[config.mk]
export PLATFORM = sky130hd
export DESIGN_NAME = reservation_station_flat
export DESIGN_NICKNAME = d
export VERILOG_FILES = /design/src/rtl/reservation_station_pkg.sv /design/src/rtl/reservation_station_if.sv /design/src/rtl/reservation_station_priority_sel.sv /design/src/rtl/reservation_station.sv /design/src/flat_wrapper.sv
export SDC_FILE = /design/constraint.sdc
export NUM_CORES = 2
export LEC_CHECK = 0
export ABC_AREA = 1
export CORE_MARGIN = 2
export CORE_UTILIZATION = 35
export DETAILED_ROUTE_END_ITERATION = 10
export DONT_BUFFER_PORTS = 1
export PLACE_DENSITY = 0.49
export RECOVER_POWER = 25
export REMOVE_ABC_BUFFERS = 1
export SYNTH_ARGS = -nofsm -noshare
export SYNTH_HDL_FRONTEND = slang
export SYNTH_SLANG_ARGS = --single-unit
[constraint.sdc]
create_clock -name clk -period 3.2 [get_ports clk]
set_input_delay 0.16 -clock clk [delete_from_list [all_inputs] [get_ports clk]]
set_output_delay 0.16 -clock clk [all_outputs]
set_load 0.005 [all_outputs]
[src/rtl/reservation_station_pkg.sv]
// Shared types for the reservation station: dispatcher entry, stored entry and issue payload.
package reservation_station_pkg;

    localparam int unsigned XLEN        = 32;
    localparam int unsigned ROB_TAG_LEN = 5;
    localparam int unsigned FUNC_W      = 4;
    localparam int unsigned RS_SIZE_DEF = 4;

    typedef enum logic [1:0] {
        FU_ALU  = 2'd0,
        FU_MULT = 2'd1,
        FU_BTU  = 2'd2,
        FU_LSU  = 2'd3
    } fu_t;

    typedef logic [ROB_TAG_LEN-1:0] rob_tag_t;
    typedef logic [XLEN-1:0]        word_t;

    typedef struct packed {
        fu_t               fu;
        logic [FUNC_W-1:0] func;
        logic [2:0]        func3;
        rob_tag_t          tag_dest;
        rob_tag_t          tag_src1;
        rob_tag_t          tag_src2;
        logic              ready_src1;
        logic              ready_src2;
        word_t             value_src1;
        word_t             value_src2;
        word_t             imm;
        word_t             pc;
        word_t             npc;
        rob_tag_t          insn_tag;
    } inst_rs_t;

    typedef struct packed {
        logic     valid;
        inst_rs_t inst;
    } rs_entry_t;

    typedef struct packed {
        logic [FUNC_W-1:0] func;
        logic [2:0]        func3;
        word_t             value_src1;
        word_t             value_src2;
        word_t             imm;
        word_t             pc;
        word_t             npc;
        rob_tag_t          tag_dest;
        rob_tag_t          insn_tag;
    } rs_issue_pack_t;

endpackage

[src/rtl/reservation_station_if.sv]
// Dispatcher, CDB and FU-issue signals of one reservation station.
interface reservation_station_if
    import reservation_station_pkg::*;
#(
    parameter int unsigned RS_SIZE = RS_SIZE_DEF
);
    localparam int unsigned CNT_W = $clog2(RS_SIZE) + 1;

    logic           load;
    inst_rs_t       inst_rs;
    logic           is_full;
    logic           cdb_valid;
    rob_tag_t       cdb_tag;
    word_t          cdb_value;
    logic           flush;
    logic           fu_ready;
    logic           issue_valid;
    rs_issue_pack_t issue_pack;
    logic [CNT_W-1:0] entries_used;

    modport master (
        output load, inst_rs, cdb_valid, cdb_tag, cdb_value, flush, fu_ready,
        input  is_full, issue_valid, issue_pack, entries_used
    );

    modport slave (
        input  load, inst_rs, cdb_valid, cdb_tag, cdb_value, flush, fu_ready,
        output is_full, issue_valid, issue_pack, entries_used
    );

endinterface

[src/rtl/reservation_station_priority_sel.sv]
// Lowest-index-first picker: one-hot grant of the lowest set request bit.
module reservation_station_priority_sel #(
    parameter int unsigned N = 4
) (
    input  logic [N-1:0] req,
    output logic [N-1:0] grant,
    output logic         valid
);

    // Two's-complement trick isolates the lowest set bit.
    assign grant = req & (~req + N'(1));
    assign valid = |req;

endmodule

[src/rtl/reservation_station.sv]
// Reservation station: buffers dispatched instructions, captures CDB operands,
// and issues the lowest-index ready entry to its functional unit.
module reservation_station
    import reservation_station_pkg::*;
#(
    parameter int unsigned RS_SIZE = RS_SIZE_DEF,
    parameter fu_t         FU_TYPE = FU_ALU
) (
    input  logic                clk,
    input  logic                reset,
    reservation_station_if.slave rs
);

    localparam int unsigned RS_IDX_W = $clog2(RS_SIZE);
    localparam int unsigned CNT_W    = RS_IDX_W + 1;

    rs_entry_t          entries [RS_SIZE];
    logic [RS_SIZE-1:0] valid_vec;
    logic [RS_SIZE-1:0] ready_vec;
    logic [RS_SIZE-1:0] free_gnt;
    logic [RS_SIZE-1:0] issue_gnt;
    logic               free_any;
    logic               issue_any;
    logic               alloc;
    logic               fire;
    logic               fu_ok;
    inst_rs_t           new_inst;
    rs_issue_pack_t     pack;
    logic [CNT_W-1:0]   used;

    always_comb begin
        valid_vec = '0;
        ready_vec = '0;
        fu_ok     = 1'b1;
        for (int i = 0; i < RS_SIZE; i++) begin
            valid_vec[i] = entries[i].valid;
            ready_vec[i] = entries[i].valid & entries[i].inst.ready_src1
                         & entries[i].inst.ready_src2;
            if (entries[i].valid && entries[i].inst.fu != FU_TYPE) fu_ok = 1'b0;
        end
    end

    reservation_station_priority_sel #(.N(RS_SIZE)) u_free_sel (
        .req   (~valid_vec),
        .grant (free_gnt),
        .valid (free_any)
    );

    reservation_station_priority_sel #(.N(RS_SIZE)) u_issue_sel (
        .req   (ready_vec),
        .grant (issue_gnt),
        .valid (issue_any)
    );

    // Same-cycle CDB bypass so a broadcast in the dispatch cycle is not lost.
    always_comb begin
        new_inst = rs.inst_rs;
        if (rs.cdb_valid && !rs.inst_rs.ready_src1 && rs.inst_rs.tag_src1 == rs.cdb_tag) begin
            new_inst.ready_src1 = 1'b1;
            new_inst.value_src1 = rs.cdb_value;
        end
        if (rs.cdb_valid && !rs.inst_rs.ready_src2 && rs.inst_rs.tag_src2 == rs.cdb_tag) begin
            new_inst.ready_src2 = 1'b1;
            new_inst.value_src2 = rs.cdb_value;
        end
    end

    // Free slot comes from pre-edge valid bits, so a slot freed by issue is not reused this edge.
    assign alloc = rs.load & free_any & ~rs.flush;
    assign fire  = issue_any & rs.fu_ready;

    always_ff @(posedge clk or negedge reset) begin
        if (!reset) begin
            for (int i = 0; i < RS_SIZE; i++) entries[i] <= '0;
        end else if (rs.flush) begin
            for (int i = 0; i < RS_SIZE; i++) entries[i].valid <= 1'b0;
        end else begin
            for (int i = 0; i < RS_SIZE; i++) begin
                if (alloc && free_gnt[i]) begin
                    entries[i].valid <= 1'b1;
                    entries[i].inst  <= new_inst;
                end else if (entries[i].valid) begin
                    if (fire && issue_gnt[i]) entries[i].valid <= 1'b0;
                    if (rs.cdb_valid && !entries[i].inst.ready_src1
                        && entries[i].inst.tag_src1 == rs.cdb_tag) begin
                        entries[i].inst.ready_src1 <= 1'b1;
                        entries[i].inst.value_src1 <= rs.cdb_value;
                    end
                    if (rs.cdb_valid && !entries[i].inst.ready_src2
                        && entries[i].inst.tag_src2 == rs.cdb_tag) begin
                        entries[i].inst.ready_src2 <= 1'b1;
                        entries[i].inst.value_src2 <= rs.cdb_value;
                    end
                end
            end
        end
    end

    // Winner's payload; all zeros when nothing is ready.
    always_comb begin
        pack = '0;
        for (int i = 0; i < RS_SIZE; i++) begin
            if (issue_gnt[i]) begin
                pack.func       = entries[i].inst.func;
                pack.func3      = entries[i].inst.func3;
                pack.value_src1 = entries[i].inst.value_src1;
                pack.value_src2 = entries[i].inst.value_src2;
                pack.imm        = entries[i].inst.imm;
                pack.pc         = entries[i].inst.pc;
                pack.npc        = entries[i].inst.npc;
                pack.tag_dest   = entries[i].inst.tag_dest;
                pack.insn_tag   = entries[i].inst.insn_tag;
            end
        end
    end

    always_comb begin
        used = '0;
        for (int i = 0; i < RS_SIZE; i++) used = used + CNT_W'(valid_vec[i]);
    end

    assign rs.is_full      = &valid_vec;
    assign rs.issue_valid  = issue_any;
    assign rs.issue_pack   = pack;
    assign rs.entries_used = used;

    a_no_load_when_full: assert property (@(posedge clk) disable iff (!reset)
        !(rs.load && rs.is_full))
        else $error("dispatcher protocol error: load while full");

    a_load_fu_type: assert property (@(posedge clk) disable iff (!reset)
        rs.load |-> (rs.inst_rs.fu == FU_TYPE))
        else $error("dispatcher protocol error: wrong fu class");

    a_entry_fu_type: assert property (@(posedge clk) disable iff (!reset) fu_ok)
        else $error("reservation station holds an entry of the wrong fu class");

endmodule

[src/flat_wrapper.sv]
// flat-port wrapper written by rule: the top's interface ports become plain ports
module reservation_station_flat import reservation_station_pkg::*;
#(
    parameter int unsigned RS_SIZE = RS_SIZE_DEF,
    parameter fu_t         FU_TYPE = FU_ALU
)
  (clk, reset, rs_load, rs_inst_rs, rs_cdb_valid, rs_cdb_tag, rs_cdb_value, rs_flush, rs_fu_ready, rs_is_full, rs_issue_valid, rs_issue_pack, rs_entries_used);
  reservation_station_if #(.RS_SIZE(RS_SIZE)) rs_i ();
  input  logic clk;
  input  logic reset;
  input wire logic [$bits(rs_i.load)-1:0] rs_load;
  input wire logic [$bits(rs_i.inst_rs)-1:0] rs_inst_rs;
  input wire logic [$bits(rs_i.cdb_valid)-1:0] rs_cdb_valid;
  input wire logic [$bits(rs_i.cdb_tag)-1:0] rs_cdb_tag;
  input wire logic [$bits(rs_i.cdb_value)-1:0] rs_cdb_value;
  input wire logic [$bits(rs_i.flush)-1:0] rs_flush;
  input wire logic [$bits(rs_i.fu_ready)-1:0] rs_fu_ready;
  output wire logic [$bits(rs_i.is_full)-1:0] rs_is_full;
  output wire logic [$bits(rs_i.issue_valid)-1:0] rs_issue_valid;
  output wire logic [$bits(rs_i.issue_pack)-1:0] rs_issue_pack;
  output wire logic [$bits(rs_i.entries_used)-1:0] rs_entries_used;
  assign rs_i.load = rs_load;
  assign rs_i.inst_rs = rs_inst_rs;
  assign rs_i.cdb_valid = rs_cdb_valid;
  assign rs_i.cdb_tag = rs_cdb_tag;
  assign rs_i.cdb_value = rs_cdb_value;
  assign rs_i.flush = rs_flush;
  assign rs_i.fu_ready = rs_fu_ready;
  assign rs_is_full = rs_i.is_full;
  assign rs_issue_valid = rs_i.issue_valid;
  assign rs_issue_pack = rs_i.issue_pack;
  assign rs_entries_used = rs_i.entries_used;
  reservation_station #(.RS_SIZE(RS_SIZE), .FU_TYPE(FU_TYPE)) u_core (.clk(clk), .reset(reset), .rs(rs_i));
endmodule
[After elaboration in Yosys (flattened, before gate mapping)]
Index checks and enable logic that the tools add are counted.
Widths: inputs -> output; s select.
Word-level totals
  bits in registers: 760
  bits of input ports: 234
  output and inout bits: 182
  word-level logic and storage cells: 201
Cells by class
  add/subtract/negate cells: 5
  eq/ne operators: 10
  mux-type cells: 48
  bitwise gates (word level): 17
  reduce and logical (&&, ||, !) cells: 65
Operator list (number)
  $mux 177: 4
  $mux 66: 8
  $mux 32: 10
  $eq 5x5->1: 10
  $logic_and 1x1->1: 28
  $mux 1: 26
  $reduce_and 3->1: 8
  $reduce_bool 2->1: 12
  $not 4->4: 3
  $and 1x1->1: 11
  $logic_not 1->1: 10
  $add 4x1->4 const B: 2
  $and 4x4->4: 2
  $reduce_and 2->1: 4
  $reduce_or 4->1: 2
  $add 3x1->3: 2
  $reduce_and 4->1: 1
  $add 1x1->2: 1
  $not 1->1: 1

[Logic depth before layout (Yosys ltp)]
  depth in word-level cells: 10
  depth in mapped cells: 11
  gate-level depth less buffers: 9

[By module]
Synthesis repeated with hierarchy kept, for this count alone.
Second synthesis, totals
  cell total of the unflattened synthesis: 5394
  area total of the unflattened synthesis: 38899.8 µm²
Modules (own cells, without submodules)
  reservation_station: instances 1, cells each 5374, area each 38807.2 µm², sequential area each 19018.2 µm²
  reservation_station_priority_sel: instances 2, cells each 10, area each 46.3 µm², sequential area each 0.0 µm²

[Worst setup path after synthesis]
Ideal clock, no wire load.
  kind: flip-flop to flip-flop
  from: register u_core.entries[575] in the netlist's numbering
  to: register u_core.entries[358] in the netlist's numbering
  arrival time: 1.638 ns
  required time: 3.074 ns
  setup slack: 1.436 ns
  stages on the path, launching flop included: 11
  buffers on the path: 3
  period minus slack after synthesis: 1.764 ns
  cell sequence: dfrtp_1 > ha_1 > nand3_1 > nand2_2 > nor3_2 > buf_4 > inv_4 > buf_4 > buf_4 > nor2_1 > a21oi_1
On the way
  longest elaborated chain between the ends: 7
  elaborated cells on any way between the ends: 12
  classes of those cells: add/sub (1); mux (1); bitwise (5); reduce/logical (5)
Ends and longest elaborated chain
  from (decl): RTL line reservation_station.sv:17  | rs_entry_t entries [RS_SIZE];
  $not 4->4 *: RTL line reservation_station.sv:44  | .req (~valid_vec),
  $not 4->4 or $reduce_or 4->1 (tied branches): RTL line reservation_station_priority_sel.sv:11, reservation_station_priority_sel.sv:12
  $add 4x1->4 or $and 1x1->1 (tied branches): RTL line reservation_station_priority_sel.sv:11, reservation_station.sv:69
  $and 4x4->4 or $and 1x1->1 (tied branches): RTL line reservation_station_priority_sel.sv:11, reservation_station.sv:69
  $logic_and 1x1->1 *: RTL line reservation_station.sv:79  | if (alloc && free_gnt[i]) begin
  $reduce_bool 2->1 (no line)
  $reduce_and 3->1 (no line)
Every way passes the cells marked *; elsewhere a longest branch is shown, timed or not.
A chain may end at the register's enable or synchronous reset.

[Worst setup path in the final report]
  from: register u_core.entries[767] in the netlist's numbering
  to: register u_core.entries[503] in the netlist's numbering
Same word-level chain as after synthesis.

==> flow_metrics.py <==
metrics = {
    "run_status": {
        "run_status": "complete, but fails checks",
        "violations": "hold timing, capacitance limit, slew limit",
    },
    "synthesis": {
        "netlist.top_cell.by_area": "dfrtp_1",
        "yosysWarnings": 0,
        "synthDistinctLibCells": 31,
        "postSynth.topFlopCell": "dfrtp_1",
        "synth-edff-count": 0,
        "synth_cell_area_um2": 38110,
        "cell_with_the_most_instances_after_synthesis": "nand2_1",
        "synthTopCellsByArea": "dfrtp_1 (50%), nand2_1 (11%), nand3_1 (8.7%)",
        "netlist_instances": 4979,
        "async_flop_share_pct": 100.0,
        "synth.ff_latch_count": 760,
        "sequential_area_share_after_synthesis_pct": 49.91,
        "yosys-top-cells-count": "nand2_1 (1127), dfrtp_1 (760), nand3_1 (661)",
        "synth_top_area_share_pct": 49.91,
        "syn_area_per_cell_um2": 7.653,
    },
    "timing": {
        "final-hold-violation-count": 401,
        "final-setup-viol-count": 0,
        "fin_tns_setup_ps": 0,
        "clock-skew-final_ps": 17.11,
        "final_critical_path_setup_slack_ps": 153.3,
        "finalMaxSlewViolations": 451,
        "rsz0062_at_grt": "false",
        "fmaxAchievable_mhz": 328.2,
        "worstMarginPinSlew_ps": 2667,
        "maxSlewHeadroom_pct": -77.78,
        "hold_ws_ps": -805.2,
        "final_min_period_over_clock_period_pct": 95.21,
        "period_minus_slack_ps": 3047,
    },
    "drt": {
        "wl_mm": 142.1,
        "route.detailed.drc": 0,
        "detail_route.iter0.violations": 3318,
        "drt-wirelength-per-cell_um": 21.62,
        "drt_pre_antenna_iters": 7,
        "ant_nets": 0,
        "routed_via_density": 5.296,
        "via_count": 34798,
    },
    "critical_path": {
        "timing_worst_setup_path_type": "reg2reg",
        "critical_path.startpoint_type": "flip-flop",
        "worst-endpoint-arrival_ps": 3650,
        "cell_with_the_biggest_individual_delay_on_the_critical_path": "dlygate4sd3_1",
        "max_stage_delay_ps": 590,
        "cp-startpoint": "u_core.entries[767]",
        "ff2ff_path_depth": 10,
        "cp-end-kind": "flip-flop",
        "cp_cell_sequence": "ha_1 > nand3_1 > nand2_2 > inv_2 > nand2_8 > inv_4 > buf_12 > nand3_1 > o211ai_1 > dlygate4sd3_1",
        "worstReg2RegStart": "u_core.entries[767]",
        "critPathMaxFanout": 36,
        "crit_path_frequent_cell": "nand3_1",
        "required_ps": 3810,
    },
    "grt": {
        "vias_in_the_first_global_route": 33695,
        "grt_antenna_before_repair": 20,
        "grt_pass1_wl_mm": 214.0,
        "globalRouteTotalUtil_pct": 24.99,
        "grt_start_max_net_pins": 761,
        "grt-ovfl-total": 0,
    },
    "floorplan": {
        "core_area_um2": 108400,
        "area_enclosed_by_the_die_boundary_um2": 111500,
        "row_count": 121,
        "die_h_um": 334.0,
        "floorplan.die.width_um": 334.0,
        "design.portCount": 416,
        "initial_core_util_pct": 35.15,
    },
    "place": {
        "buffer_ports.inserted": 0,
        "place.gp.congestion": 0.7987,
        "dp_hpwl_mm": 78.81,
        "dp_worst_setup_slack_ps": 615.7,
    },
    "finish": {
        "area.growth.synth_to_final_pct": 19.04,
        "largest_register_ffs": 760,
        "post_route_cells_drive_above_1_share_pct": 6.774,
        "top_register": "u_core.entries",
        "biggest_regs": "u_core.entries (760)",
        "num-nets-final": 5314,
    },
    "run": {
        "max-cap-violations": 2,
    },
    "cts": {
        "tritoncts": "yes",
        "clkSinkCount": 760,
        "worstSkewPairLatency_ps": 680,
        "clk_path_buf_depth": 3,
        "cts-root-buf": "clkbuf_16",
        "clk_pin_slew_worst_paths_ps": 60,
        "cts_made_buffers": 92,
        "post_cts.repair.setup_buffers": 0,
        "cts_hold_repair.buffers": 258,
        "htree_levels": 3,
    },
    "power_and_ir_drop": {
        "max-vdd-ir-drop_mv": 0.3521,
        "post-layout-total-power_w": 0.02937,
        "power_density_nw_per_um2": 647.4,
        "power_leakage_nw": 21.13,
    },
    "hold_path": {
        "min_path_type": "in2async",
    },
}
critical path, delay by kind of cell, from the launching register on:
family	cells	cell delay, ps
flops	1	470
compound gates	1	110
buf+inv	4	1480
simple gates	4	630
fa+ha+maj	1	250
cells in the final DEF (no fill, tap or decap), types with 2 or more instances in the layout:
master,Yosys,final
ha_1,3,3
a21oi_1,381,381
nand3_1,661,659
nand2_4,0,2
o21ai_0,414,412
nand4_1,69,69
clkinv_2,0,11
buf_12,0,34
clkbuf_16,0,94
o211ai_1,64,64
xor2_1,12,12
inv_2,41,37
nand2_2,32,40
clkbuf_4,0,2
bufinv_16,0,7
buf_4,22,62
clkinv_1,7,7
nor2_4,2,7
diode_2,0,5
xnor2_1,4,4
buf_16,0,2
o22ai_1,40,40
dfrtp_1,760,759
nand2_1,1127,1116
inv_1,472,471
clkinvlp_4,0,3
nand2_8,0,2
clkinv_8,0,3
inv_6,0,3
o21ai_1,245,245
clkbuf_1,127,27
clkbuf_8,0,25
dlygate4sd3_1,0,258
nand3_4,0,4
nor2_1,275,274
worst paths after layout:
check	end	slack (ps)
setup / recovery	u_core.entries[503]	150
hold / removal	u_core.entries[449]	-810
setup reg to reg	u_core.entries[503]	150
hold reg to reg	u_core.entries[3]	480
max in group asynchronous	u_core.entries[372]	1120
min in group clk	u_core.entries[522]	50
stage by stage:
step / hold WS [ps] / instance area [um2] / std cells / util [%]
finish: -805.2 / 45360 / 6571 / 41.85
global route: -857.5 / 45350 / 6567 / 41.84
CTS: -839.5 / 45280 / 6562 / 41.77
detailed placement: -107.6 / 39560 / 6134 / 36.49
global placement: -106.8 / 39560 / 6134 / 36.49
floorplan: -135.6 / 36440 / 4623 / -
where the power goes:
part / internal [W] / switching (W) / total (W)
combinational: 0.00211 / 0.00340 / 0.00552
sequential: 0.0118 / 0.00117 / 0.0130
clock: 0.00655 / 0.00433 / 0.0109
metal layers:
layer  global-route usage [%]  wire (um)  share of wire, %
met5                        0        102             0.072
met2                    39.94      64270                45
met3                    4.934      10610               7.5
met1                    34.13      62370                44
met4                    7.734       4705               3.3
kinds of logic (layout without fill, tap and decap cells):
logic type / Yosys count / after routing / synth area share [%]
AO/OA/AOI/OAI: 1146 / 1146 / 15.63
XOR/XNOR: 16 / 16 / 0.3677
adder cells (fa/ha/maj): 4 / 4 / 0.1511
buffers and inverters: 877 / 1049 / 9.503
flip-flops: 760 / 760 / 49.91
other: 0 / 5 / 0
AND/OR/NAND/NOR: 2176 / 2177 / 24.44
timing repair:
item                                    in CTS  in global routing
endpoints found under the hold margin     1520                760
pin swaps                                    0                  1
gates resized for setup                      2                  6
endpoints found under the setup margin       2                 28
gates cloned                                 0                  1
cell type report:
type | instances | area [um2]
clock buffer | 146 | 2798
inverter | 521 | 1982
clock inverter | 24 | 340.3
timing repair buffer | 358 | 3799
fill | 11286 | 63040
sequential | 760 | 19020
tap | 1414 | 1769
antenna | 5 | 12.51
multi-input combinational | 3343 | 15640
(Power assumes the default switching activity.)
